`src/rtl/game_button_conditioner_pkg.sv`:
```
// Shared definitions for the push-button conditioner: per-channel FSM states
// and the fixed mapping of board buttons onto bit positions.
package game_button_conditioner_pkg;

  typedef enum logic [4:0] {
    IDLE         = 5'b00001,
    WAIT_PRESS   = 5'b00010,
    PULSE        = 5'b00100,
    HELD         = 5'b01000,
    WAIT_RELEASE = 5'b10000
  } btn_state_e;

  localparam int BTN_C    = 0;
  localparam int BTN_L    = 1;
  localparam int BTN_R    = 2;
  localparam int BTN_D    = 3;
  localparam int NUM_BTNS = 4;

endpackage

```
`src/rtl/game_button_conditioner_btn_debounce.sv`:
```
// One button channel: 2-flop synchronizer, debounce FSM and a shared counter
// pair producing a press pulse, a debounced level and auto-repeat pulses.
module btn_debounce
  import game_button_conditioner_pkg::*;
#(
  parameter int DEB_CYCLES    = 500000,
  parameter int REPEAT_DELAY  = 50000000,
  parameter int REPEAT_PERIOD = 10000000,
  parameter int CNT_W         = 26
) (
  input  logic clk_i,
  input  logic rst_i,
  input  logic btn_i,
  output logic pulse_o,
  output logic level_o,
  output logic repeat_o
);

  localparam logic [CNT_W-1:0] DEB_LAST    = CNT_W'(DEB_CYCLES - 1);
  localparam logic [CNT_W-1:0] DELAY_LAST  = CNT_W'(REPEAT_DELAY - 1);
  localparam logic [CNT_W-1:0] PERIOD_LAST = CNT_W'(REPEAT_PERIOD - 1);
  localparam logic [CNT_W-1:0] CNT_MAX     = '1;

  btn_state_e       state_q;
  logic [1:0]       sync_q;
  logic [CNT_W-1:0] deb_q;
  logic [CNT_W-1:0] rep_q;
  logic             first_q;
  logic             pulse_q;
  logic             level_q;
  logic             repeat_q;

  logic             btn_sync;
  logic             rep_wrap;
  logic             first_d;
  logic [CNT_W-1:0] rep_last;
  logic [CNT_W-1:0] rep_d;
  logic [CNT_W-1:0] rep_last_d;

  function automatic logic [CNT_W-1:0] sat_inc(input logic [CNT_W-1:0] v);
    return (v == CNT_MAX) ? v : v + CNT_W'(1);
  endfunction

  // Repeat timer advance for one HELD cycle: the first interval is the long
  // delay, every later one is the period.
  // NOTE: every signal written here is assigned on every pass, so no latch.
  always_comb begin
    btn_sync   = sync_q[1];
    rep_last   = first_q ? DELAY_LAST : PERIOD_LAST;
    rep_wrap   = (rep_q == rep_last);
    rep_d      = rep_wrap ? '0 : sat_inc(rep_q);
    first_d    = first_q & ~rep_wrap;
    rep_last_d = first_d ? DELAY_LAST : PERIOD_LAST;
  end

  // NOTE: all state uses non-blocking assignments so every flop sees the
  // pre-edge values of its neighbours.
  always_ff @(posedge clk_i) begin
    if (rst_i) begin
      sync_q   <= '0;
      state_q  <= IDLE;
      deb_q    <= '0;
      rep_q    <= '0;
      first_q  <= 1'b0;
      pulse_q  <= 1'b0;
      level_q  <= 1'b0;
      repeat_q <= 1'b0;
    end else begin
      sync_q   <= {sync_q[0], btn_i};
      pulse_q  <= 1'b0;
      repeat_q <= 1'b0;
      unique case (state_q)
        IDLE: begin
          deb_q <= '0;
          if (btn_sync) state_q <= WAIT_PRESS;
        end
        WAIT_PRESS: begin
          if (!btn_sync) begin
            state_q <= IDLE;
            deb_q   <= '0;
          end else if (deb_q == DEB_LAST) begin
            state_q  <= PULSE;
            deb_q    <= '0;
            pulse_q  <= 1'b1;
            repeat_q <= 1'b1;
            level_q  <= 1'b1;
          end else begin
            deb_q <= sat_inc(deb_q);
          end
        end
        PULSE: begin
          state_q  <= HELD;
          rep_q    <= '0;
          first_q  <= 1'b1;
          repeat_q <= (DELAY_LAST == '0);
        end
        HELD: begin
          // The cycle just spent in HELD always counts toward the repeat timer.
          rep_q   <= rep_d;
          first_q <= first_d;
          if (btn_sync) begin
            repeat_q <= (rep_d == rep_last_d);
          end else begin
            state_q <= WAIT_RELEASE;
            deb_q   <= '0;
          end
        end
        WAIT_RELEASE: begin
          if (btn_sync) begin
            state_q  <= HELD;
            deb_q    <= '0;
            repeat_q <= rep_wrap;
          end else if (deb_q == DEB_LAST) begin
            state_q <= IDLE;
            deb_q   <= '0;
            level_q <= 1'b0;
          end else begin
            deb_q <= sat_inc(deb_q);
          end
        end
        default: begin
          state_q <= IDLE;
          deb_q   <= '0;
          level_q <= 1'b0;
        end
      endcase
    end
  end

  assign pulse_o  = pulse_q;
  assign level_o  = level_q;
  assign repeat_o = repeat_q;

endmodule

```
`src/rtl/game_button_conditioner.sv`:
```
// Four independent button channels turning raw board buttons into the game
// FSM's Select / selectLeft / selectRight / Quit pulses plus levels and repeats.
module game_button_conditioner
  import game_button_conditioner_pkg::*;
#(
  parameter int DEB_CYCLES    = 500000,
  parameter int REPEAT_DELAY  = 50000000,
  parameter int REPEAT_PERIOD = 10000000,
  parameter int CNT_W         = 26
) (
  input  logic       Clk,
  input  logic       Reset,
  input  logic       BtnC,
  input  logic       BtnL,
  input  logic       BtnR,
  input  logic       BtnD,
  output logic       Select,
  output logic       selectLeft,
  output logic       selectRight,
  output logic       Quit,
  output logic [3:0] dpb,
  output logic [3:0] mcen
);

  logic [NUM_BTNS-1:0] raw;
  logic [NUM_BTNS-1:0] scen;

  assign raw[BTN_C] = BtnC;
  assign raw[BTN_L] = BtnL;
  assign raw[BTN_R] = BtnR;
  assign raw[BTN_D] = BtnD;

  for (genvar i = 0; i < NUM_BTNS; i++) begin : g_btn
    btn_debounce #(
      .DEB_CYCLES   (DEB_CYCLES),
      .REPEAT_DELAY (REPEAT_DELAY),
      .REPEAT_PERIOD(REPEAT_PERIOD),
      .CNT_W        (CNT_W)
    ) u_debounce (
      .clk_i   (Clk),
      .rst_i   (Reset),
      .btn_i   (raw[i]),
      .pulse_o (scen[i]),
      .level_o (dpb[i]),
      .repeat_o(mcen[i])
    );
  end

  assign Select      = scen[BTN_C];
  assign selectLeft  = scen[BTN_L];
  assign selectRight = scen[BTN_R];
  assign Quit        = scen[BTN_D];

endmodule

```
`config.mk`:
```
export PLATFORM = sky130hd
export DESIGN_NAME = game_button_conditioner
export DESIGN_NICKNAME = d
export VERILOG_FILES = /design/src/rtl/game_button_conditioner_pkg.sv /design/src/rtl/game_button_conditioner_btn_debounce.sv /design/src/rtl/game_button_conditioner.sv
export SDC_FILE = /design/constraint.sdc
export NUM_CORES = 1
export LEC_CHECK = 0
export CELL_PAD_IN_SITES_DETAIL_PLACEMENT = 1
export CELL_PAD_IN_SITES_GLOBAL_PLACEMENT = 1
export CORE_ASPECT_RATIO = 0.75
export CORE_UTILIZATION = 30
export DETAILED_ROUTE_END_ITERATION = 12
export PLACE_DENSITY = 0.55
export SLEW_MARGIN = 20
export SYNTH_ARGS = -nofsm -noshare
export SYNTH_HDL_FRONTEND = slang
export SYNTH_SLANG_ARGS = --single-unit
export TNS_END_PERCENT = 20
```
`constraint.sdc`:
```
create_clock -name Clk -period 4.1 [get_ports Clk]
set_input_delay 0.82 -clock Clk [delete_from_list [all_inputs] [get_ports Clk]]
set_output_delay 0.82 -clock Clk [all_outputs]
set_load 0.05 [all_outputs]
```
==> metrics list, run 1 <==
- Area of the core: 47,700 sq um
- Die area: 49,500 sq um
* Synth Warn #: 0
* Cell family with the largest share of critical-path delay: simple AND/OR/NAND/NOR gates
- In this run, placement finished with an instance count of 2,490.
- After synthesis the netlist holds a flip-flop and latch count of 252.
- After filler insertion, the fill cell instance count of the layout stands at between 5,000 and 6,000.
- After detailed routing, the number of remaining DRC violations is 0.
- Total number of H-tree levels: 1
- Timing analysis after detailed placement gives a worst setup slack of 0.726 ns.
- Number of max-cap violations: 0
- Of all flip-flops after synthesis, the portion carrying an async set or reset was 0%.
* Fraction of layout instances using a drive strength above 1: under 10%
- The initial utilization of the core area, before any placement, comes to a little under a third.
* Post-CTS Setup Repair Bufs: 0
- After the flow finishes, the layout carries non-filler instances totaling 2,542.
* Clock tree root buffer cell: clkbuf_16
- Total clock sinks: 252
- In this run the vertical extent of the chip is around 190 microns.
* Result of the run: completed
- Along the worst path, the maximum fanout reaches 8.
- The largest individual stage delay along the critical path comes from the cell nor3_1.
- When the netlist entered floorplanning its net count stood at 1,952.
- Maximum number of pins on one net before global-route repair: 84
* CP bufs+invs: 1
- Pwr per Cell Area: roughly 330 nW/um^2
- Buffers inserted during clock tree synthesis total 30.
- The critical path goes through ha_1, and4_1, nand4_1, nor3_1, buf_4, nand2b_1, nor2_1, xnor2_1, nand3b_1, or4_1, o32ai_1.
* Count of TritonRoute iterations in the first routing pass: 5
- In this run the worst hold path is classified as flop to flop.
* Cell Area, Synth: 14,600 sq um
* Number of max-slew violations in the final report: 0
* Worst Setup Start Kind: flop
* IR Drop Worst-Case VDD: around 0.29 mV
* Most common cell after layout, fill and taps aside: nor2_1
- The count of buffers added on input and output ports is 17.
* Global placement routability congestion: 0.849
* Hold-fix buffers, CTS: 0
- Total grt overflow: 0
* Maximum buffer depth of the clock tree: 3
* Antenna Cells: 0
* First-pass GRT wire length: 74,300 microns
* Commonest cells after routing, fill and taps aside: nor2_1 (289), dfxtp_1 (252), nand2_1 (176), a21oi_1 (130), nand3_1 (98)
- The cell count after synthesis came out at approximately 1,900.
- The routed layout has approximately 14,000 vias.
- Leak pwr: 5.07 nW
- In the final design database the tool counted 1,897 nets.
* Routed wire length: around 45,000 microns
* PostCTS Resize Cnt: 0
- On the worst path, the slowest cell contributes a delay of roughly 0.6 ns.
- Hold is met by 0.444 ns.
* TritonCTS clock tree: yes
- Endpoint class of the critical path: flop
* Unique masters post-synth: 79
- Number of top-level design ports: 18
- At the later pin of the worst-skew pair, clock insertion delay measures 0.57 ns.
- Final cycle utilization of the critical path: 85.4%
- The first routing iteration left between 700 and 800 violations.
- Across all setup checks in the final design, the least slack found is 0.600 ns.
- Via count of the first global-routing pass: between 10,000 and 15,000
- From synthesis to final layout, the design area changed by 11.3%.
* Worst-case clock skew: 0.0140 ns
- Die width: 257 microns
* Clock-pin transition on the worst setup and hold timing paths: 0.06 ns
- The most used flip-flop cell after synthesis is dfxtp_1.
- Setup repair after global routing left no endpoint under its margin.
- For the pin with the worst max-slew slack, the measured transition is 0.967 ns.
- Derived from the worst setup path, the maximum achievable clock frequency is 286 MHz.
* Number of nets with antenna violations after detailed routing: 0
- Worst Path Arrival: ~4 ns
- Per-cell via count in the routed design: about 5.5
- After detailed routing, the average wire length per cell comes to roughly 18 microns.
* Type of the worst setup path: flop to flop
- For the final routed database, the setup TNS stands at 0 ns.
- Sequential share of the synthesized area: around a third
- STA puts the critical path data required time at 4.58 ns.
- The clock period could shrink to 3.50 ns.
- Number of core rows: 69
- Final setup viols: 0
* Final Hold Viols: 0
- The HPWL after detailed placement is roughly 32,000 microns.
* Remaining max-slew budget at the tightest pin: 35.5%
- The initial antenna violation count came to 0.
- Total GRT Usage: 17.9%
- The average instance in the mapped netlist occupies 7.53 sq um.
- Number of enable-type register cells in the synthesized netlist: 0
cells by family after synthesis:
group,share of synthesized area [%]
simple gates,35.6
xor+xnor,7.68
flops,34.6
compound gates,16.3
buf+inv,4.30
mux,0.849
fa+ha+maj,0.686
Yosys cell counts, types with 6 or more instances:
cell type    n  area (sq um)
nand2_1    176           661
nor3b_1     19           143
nor2_1     289          1080
nor2b_1     20           125
o22ai_1      8          50.1
or3_1       24           150
nor4b_1      9          78.8
a31oi_1     26           163
a211oi_1    13          97.6
nand3b_1    13          97.6
nand4_1     67           419
mux2i_1      9          90.1
a21oi_1    130           651
a32oi_1      6          52.6
nand2b_1    14          87.6
a41oi_1      6          52.6
ha_1         8           100
inv_1       19          71.3
xor2_1      83           727
xnor2_1     45           394
buf_2       14          70.1
a22oi_1     26           195
or4_1       15           113
nor4_1      46           288
and2_1      19           119
nor4bb_1     7          70.1
nand3_1     98           490
dfxtp_1    252          5040
nor3_1      80           400
buf_4       12          90.1
o31ai_1      9          67.6
and3_1      59           369
a21o_1       8          60.1
and4_1      18           158
clkbuf_1    93           349
a311oi_1    26           228
o21ai_0     91           455
worst reg2reg max path, stage by stage (launching register included):
cell	delay [ns]
dfxtp_1	0.41
ha_1	0.24
and4_1	0.37
nand4_1	0.23
nor3_1	0.61
buf_4	0.28
nand2b_1	0.23
nor2_1	0.09
xnor2_1	0.17
nand3b_1	0.10
or4_1	0.41
o32ai_1	0.27
where the power goes:
| group | internal (mW) | switching [mW] |
|---|---|---|
| registers | 2.46 | 0.0114 |
| clock network | 1.75 | 1.09 |
| logic | 0.0219 | 0.0462 |
| total | 4.23 | 1.15 |
area by class of cell:
class                      count  area [sq um]  share of cell area [%]
multi-input combinational   1539          8930                    55.0
timing repair buffer          40           344                    2.12
clock buffer                  47           946                    5.83
tap                          639           800                    4.92
sequential                   252          5040                    31.1
clock inverter                 5           100                   0.616
inverter                      20          75.1                   0.462
registers in the layout, indices dropped and copies added, names as in the netlist:
register and cells:
g_btn.u_debounce.rep_q 104, g_btn.u_debounce.sync_q 8, g_btn.u_debounce.deb_q 104, g_btn.u_debounce.pulse_o 4, g_btn.u_debounce.level_o 4, g_btn.u_debounce.state_q 20
g_btn.u_debounce.repeat_o 4, g_btn.u_debounce.first_q 4
per-layer routing:
layer | global-route usage [%] | vias up | routed length, microns
met4 | 3.37 | 0 | 750
met2 | 26.6 | 146 | 18100
li1 | - | 6918 | -
met5 | 0 | - | 0
met1 | 27.4 | 6820 | 24700
met3 | 2.27 | 46 | 1290
stage by stage:
stage          utilization, %  power (mW)  instance area [sq um]
3_5_place_dp             31.9        2.59                  15200
6_report                 34.1        5.37                  16200
4_1_cts                  34.1        5.50                  16200
5_1_grt                  34.1        5.60                  16200
3_3_place_gp             31.9        2.59                  15200
2_1_floorplan               -        2.56                  14600
worst paths after layout:
path | from | to | slack, ns | cells past startpoint
worst max-delay path | g_btn[0].u_debounce.rep_q[0] | g_btn[0].u_debounce.repeat_o | 0.60 | 11
worst min-delay path | g_btn[3].u_debounce.sync_q[0] | g_btn[3].u_debounce.sync_q[1] | 0.44 | 1
worst max register to register | g_btn[0].u_debounce.rep_q[0] | g_btn[0].u_debounce.repeat_o | 0.60 | 11
worst min register to register | g_btn[3].u_debounce.sync_q[0] | g_btn[3].u_debounce.sync_q[1] | 0.44 | 1
(Power assumes the default switching activity.)
==> inputs of run 2 (changes only) <==
- CORE_MARGIN: default -> 2
==> run 2 against run 1 <==
Net effect: flip-flop and latch count stayed put; clock skew is 0.0038 ns higher; die area is 1.8% higher; utilization is 0.25 points higher; count of clock-buffer cells in the layout is 5 higher; design area is 0.90% higher; clock power is 11% higher; sequential power hardly changed; sequential share of layout area is 0.28 points lower; critical path type unchanged.
==> metrics list, run 2 (synthesis results as in run 1) <==
* Result of the run: completed
- Of the total power, registers draw a little over two fifths.
* Initial standard-cell utilization of the core: about 31%
- Per report_power, the clock group accounts for 55.4% of the total.
- Once the clock tree was built, the setup fixing pass inserted 0 buffers.
- Endpoint class of the critical path: flop
- Wires add up to between 40,000 and 50,000 microns.
- The floorplan step defined a die boundary enclosing about 50,000 sq um.
- Number of cells on the worst reg-to-reg path: 9
- Final Hold Viols: 0
- Most common cell after layout, fill and taps aside: nor2_1
- The number of pins exceeding their max-slew limit in the final report came to 0.
* Fraction of layout instances using a drive strength above 1: roughly 5.5%
* PostCTS Resize Cnt: 0
* Actual slew at the worst max-slew pin: 0.940 ns
- Clock tree root buffer cell: clkbuf_16
- First-pass GRT wire length: 75,400 microns
- First-iteration detailed-routing DRC count: 750
- Dividing the detail-routed wire length by the instance count gives about 18 microns.
* Clock-pin transition on the worst setup and hold timing paths: 0.05 ns
* Worst-case clock skew: 0.0178 ns
- Max Clock Freq: 290 MHz
* IR Drop Worst-Case VDD: 0.220 mV
- Required time of the critical path: 4.56 ns
* Number of placed instances with taps included: 2,488
* Pwr per Cell Area: roughly 350 nW/um^2
* Internal power: 4.43 mW
- Startpoint of the tightest hold check path: g_btn[0].u_debounce.sync_q[0]
- Number of nets in the finished design: 1,899
- In the final layout, the registers with the most flip-flops are g_btn.u_debounce.deb_q (104), g_btn.u_debounce.rep_q (104), g_btn.u_debounce.state_q (20).
* Leak pwr: 5.14 nW
- For this design the total switching power over the nets is 1.25 mW.
* Die width: approximately 260 microns
- Post-DP HPWL: 31,500 microns
- Shortest period the worst path allows: about 3.4 ns
- In this run the worst setup path begins at g_btn[2].u_debounce.rep_q[3].
* Path class of the lowest-slack min-delay path: flop to flop
- Across the run, the number of max-cap violations was 0.
- The critical path ends at g_btn[2].u_debounce.repeat_o.
- Filler-free cell count of the finished design: 2,550
* Vertical die dimension: 195 microns
* Worst Setup Start Kind: flop
- TritonCTS built the clock tree.
- Measured against its own limit, the worst slew margin works out to a little under two fifths.
* Total clock sinks: ~250
* Total number of H-tree levels: 2
- Switching share of power: 22.1%
- Setup Total Neg Slack: 0 ns
- Across all register-to-register paths, the minimum setup slack is about 0.65 ns.
- Destination of the worst register-to-register timing path: g_btn[2].u_debounce.repeat_o
* Antenna Cells: 0
- Maximum buffer depth of the clock tree: 3
- Maximum number of pins on one net before global-route repair: approximately 150
* Number of remaining DRC errors: 0
* Worst Path Arrival: between 3 and 4 ns
* Total power consumption of the routed design: 5.68 mW
* Skew-Pair Late Insertion Delay: about 0.53 ns
* Number of antenna violations at the first check in global routing: 0
* Count of TritonRoute iterations in the first routing pass: 5
* Total grt overflow: 0
- The floorplan step defined a core boundary enclosing 47,700 sq um.
- Global routing used 17.9% of the available tracks across all layers.
- Final cycle utilization of the critical path: ~84%
* Fraction of power consumed by combinational cells: 1.2%
- The congestion estimate from routability-driven global placement came to approximately 0.85.
- The area growth from synthesis to layout is 12.3%.
* Number of core rows: around 70
- Pin placement for this block handled 18 I/O pins.
- The startpoint identified for the worst register-to-register timing path is g_btn[2].u_debounce.rep_q[3].
* Final setup viols: 0
- Buffers inserted during clock tree synthesis total 34.
* Maximum net fanout on the critical path: 11
* Via count of the first global-routing pass: between 10,000 and 15,000
* Hold-fix buffers, CTS: 0
* Total via count in the routed design: 14,000
* Commonest cells after routing, fill and taps aside: nor2_1 (288), dfxtp_1 (252), nand2_1 (176), a21oi_1 (130), nand3_1 (98)
- Buffers placed on the I/O ports in this run total 17.
- Per-cell via count in the routed design: between 5 and 6
- The worst setup path is of the flop to flop kind.
- In this run the remaining antenna-violating nets after routing total 0.
* Unrepaired setup endpoints after global routing: false
[run 2: per-stage QoR]
step                      hold WS, ns  area (sq um)  setup WS [ns]  util (%)
after detailed placement        0.437         15200          0.730      31.8
after floorplan                 0.414         14600           1.39         -
after global routing            0.463         16400          0.375      34.3
final                           0.445         16400          0.652      34.3
after global placement          0.421         15200          0.891      31.8
after CTS                       0.452         16400          0.696      34.3
[run 2: worst min-delay path by stage]
stage / to / slack, ns / cells after the start
2_1_floorplan: g_btn[0].u_debounce.sync_q[1] / 0.41 / 1
3_3_place_gp: g_btn[2].u_debounce.sync_q[1] / 0.42 / 1
3_5_place_dp: g_btn[1].u_debounce.sync_q[1] / 0.44 / 1
4_1_cts: g_btn[2].u_debounce.sync_q[1] / 0.45 / 1
5_1_grt: g_btn[0].u_debounce.sync_q[1] / 0.46 / 1
6_report: g_btn[0].u_debounce.sync_q[1] / 0.44 / 1
[run 2: cell type report]
class	count	area, sq um
sequential	252	5040
fill	5772	31400
tap	639	800
clock inverter	10	110
timing repair buffer	38	342
inverter	20	75.1
clock buffer	52	1080
multi-input combinational	1539	8930
[run 2: critical path, cell delays in order (launching register included)]
cell and delay [ns]:
dfxtp_1 0.53, nand4_1 0.46, nor4_1 0.60, o31a_1 0.42
nand3_1 0.19, xor2_1 0.18, or4_1 0.50, nor4_1 0.25
o22ai_1 0.16, nand2b_1 0.09
[run 2: power groups by stage]
stage / combinational (mW) / sequential (mW) / clock, mW
after global placement: 0.0705 / 2.52 / 0
final: 0.0692 / 2.47 / 3.15
after global routing: 0.0781 / 2.47 / 3.36
after floorplan: 0.0524 / 2.51 / 0
after detailed placement: 0.0712 / 2.52 / 0
after CTS: 0.0716 / 2.47 / 3.27
[run 2: routing by layer]
metal | vias to the layer above | GRT usage (%) | part of all wire, %
met3 | 55 | 2.40 | 3.2
met2 | 171 | 26.3 | 41
li1 | 6938 | - | -
met1 | 6806 | 27.1 | 53
met4 | 0 | 4.37 | 2.0
met5 | - | 0 | 0
==> inputs of run 3 (changes only) <==
- PLACE_DENSITY: 0.55 -> 0.57
- clock period: 4.1 -> 2.85 ns (I/O delays scaled with it)
==> run 3 against run 2 <==
Net effect: via count grew 4.7%; global-route usage grew 0.92 points; hold slack got worse by 0.0073 ns; design area rose by 8.1%; clock power is 27% higher; cell count up 6.2%; flip-flop and latch count did not move; critical endpoint unchanged.
==> metrics list, run 3 (synthesis results as in run 1) <==
* Chain of cells forming the critical path: nand4_1, or4_4, o31a_1, nand3_2, xor2_1, or4_1, nor4_2, o22ai_1, nand2b_1
* Clk network pwr share: 52.3%
- Total power consumption of the routed design: 7.65 mW
* Switching share of power: approximately 22%
* Initial standard-cell utilization of the core: 30.6%
- Top Registers: g_btn.u_debounce.deb_q (104), g_btn.u_debounce.rep_q (104), g_btn.u_debounce.state_q (20)
- Result of the run: completed
- Slowest CP cell: or4_4
- TritonCTS created 31 clock buffers.
- Setup violations remaining at the end of the flow were counted as 0.
* Area of the core: 47,700 sq um
- In this design, the largest share of critical-path delay is due to simple AND/OR/NAND/NOR gates.
* Worst-case clock skew: 0.0140 ns
- Endpoint class of the critical path: flop
* Actual slew at the worst max-slew pin: about 0.82 ns
- STA classifies the critical path startpoint as a flop.
- The setup path with the least slack is of type flop to flop.
- The net count of the finished layout is 2,060.
- The final critical path takes up a little over nine tenths of the cycle.
- For this design the ratio of total power to cell area is 432 nW/um^2.
- The count of nets left with antenna violations once routing finished came out at 0.
* Number of remaining DRC errors: 0
* Maximum buffer depth of the clock tree: 3
- For the worst setup path, the data required time is 3.37 ns.
- At the end of routability-driven placement, the weighted congestion stood at roughly 0.87.
* Leak pwr: 5.94 nW
- After clock tree synthesis, the clock-pin slew on the worst setup and hold paths is 0.06 ns.
- The later pin in the worst-skew pair is clocked with a latency of 0.57 ns.
- In this run the count of I/O pins placed on the die edge is 18.
- Average detailed-routed wire length per instance: 17.5 microns
- Total via count in the routed design: 14,600
- Data on the critical path arrives at its endpoint at 3.30 ns.
- CTS built an H-tree with a depth of 1.
* Number of max-slew violations in the final report: 0
- Vertical die dimension: 195 microns
- Maximum number of pins on one net before global-route repair: 151
* Internal power: ~6 mW
- In the final layout, the share of cells above drive strength 1 is between 10% and 20%.
- Across the VDD grid, the largest voltage drop is 0.379 mV.
- In the layout the commonest cells are nor2_1 (284), dfxtp_1 (247), buf_4 (181), nand2_1 (175), a21oi_1 (127).
* Number of cells traversed by the worst hold path: 1
- Post-DP HPWL: about 34,000 microns
- Utilization after layout: between 30% and 40%
* Number of cells on the worst reg-to-reg path: 9
* Port Buf Inserts: 17
- Slowest cell delay on critical path: around 0.57 ns
- After global routing the overflow that remains totals 0.
- Number of max-cap violations: 0
* TritonCTS clock tree: yes
- Total clock sinks: ~250
* Area overhead of the layout relative to synthesis: 21.3%
- Total GRT Usage: a little under a fifth
* Final Hold Viols: 0
- Clock tree root buffer cell: clkbuf_16
- Of the total power, registers draw between 40% and 50%.
- Combinational cells account for 1.4% of the total power.
- For the finished layout, the period the worst path requires is 2.78 ns.
- CP bufs+invs: 0
- The min-delay analysis places its worst path in the category flop to flop.
- First-pass GRT wire length: 79,400 microns
- Unrepaired setup endpoints after global routing: true
* Most common cell after layout, fill and taps aside: nor2_1
- The repair_antennas step left the layout with diodes totalling 0.
- Static timing analysis puts the maximum clock frequency at 360 MHz.
- Maximum net fanout on the critical path: 5
- Buffers inserted to repair hold after CTS numbered 0.
* Via count of the first global-routing pass: 14,800
- The die covers slightly above 50,000 sq um.
- Die width: approximately 260 microns
* Routed wire length: 47,400 microns
* Count of TritonRoute iterations in the first routing pass: 6
* Switching Power: 1.70 mW
- First-iteration detailed-routing DRC count: just under 1,000
- The critical path runs through a total of 9 cells.
* Per-cell via count in the routed design: around 5.4
* Number of core rows: slightly below 70
- The initial antenna violation count is 0.
* Remaining max-slew budget at the tightest pin: 45.4%
-- run 3: layout make-up --
cell class / instances / area [sq um]
clock buffers: 45 / 908
clock inverters: 11 / 120
fillers: 5739 / 30000
inverters: 20 / 75.1
multi-input cells: 1539 / 9150
flip-flops and latches: 252 / 5050
well taps: 639 / 800
repair buffers: 202 / 1600
-- run 3: metal layers --
layer	vias to the layer above	wire, microns	global-route usage, %
li1	7242	-	-
met3	46	1350	2.28
met1	7171	25600	29.1
met4	0	676	3.36
met2	170	19700	27.8
met5	-	0	0
-- run 3: power by group through the flow --
stage	clock (mW)	sequential [mW]	combinational (mW)
floorplan	0	3.61	0.0754
global placement	0	3.62	0.105
detailed placement	0	3.62	0.107
CTS	4.16	3.54	0.107
global route	4.31	3.54	0.118
finish	4.00	3.54	0.106
-- run 3: per-stage QoR --
stage	cell area [sq um]	hold WS (ns)	setup WS (ns)	setup TNS (ns)	instances
floorplan	14600	0.414	0.166	0	1938
global route	17700	0.464	-0.0372	-0.0748	2708
CTS	17400	0.442	0.0161	0	2698
global placement	16400	0.426	0.0751	0	2642
finish	17700	0.437	0.0700	0	2708
detailed placement	16400	0.432	-0.0516	-0.0516	2642
-- run 3: timing repair --
item	in CTS	in global routing
endpoints found under the setup margin	1	15
pin swaps	0	12
setup buffers	0	10
gates cloned	0	0
gates resized for setup	2	53
-- run 3: worst paths after layout --
kind | startpoint | to | slack (ns)
hold reg to reg | g_btn[3].u_debounce.sync_q[0] | g_btn[3].u_debounce.sync_q[1] | 0.44
hold / removal | g_btn[3].u_debounce.sync_q[0] | g_btn[3].u_debounce.sync_q[1] | 0.44
setup reg to reg | g_btn[2].u_debounce.rep_q[16] | g_btn[2].u_debounce.repeat_o | 0.07
setup / recovery | g_btn[2].u_debounce.rep_q[16] | g_btn[2].u_debounce.repeat_o | 0.07
-- run 3: worst register-to-register path, delay by kind of cell (launching register included) --
family / cells / cell delay, ns
AOI/OAI and AO/OA: 2 / 0.53
DFF: 1 / 0.34
xor gates and xnor gates: 1 / 0.06
and+or+nand+nor: 6 / 1.79
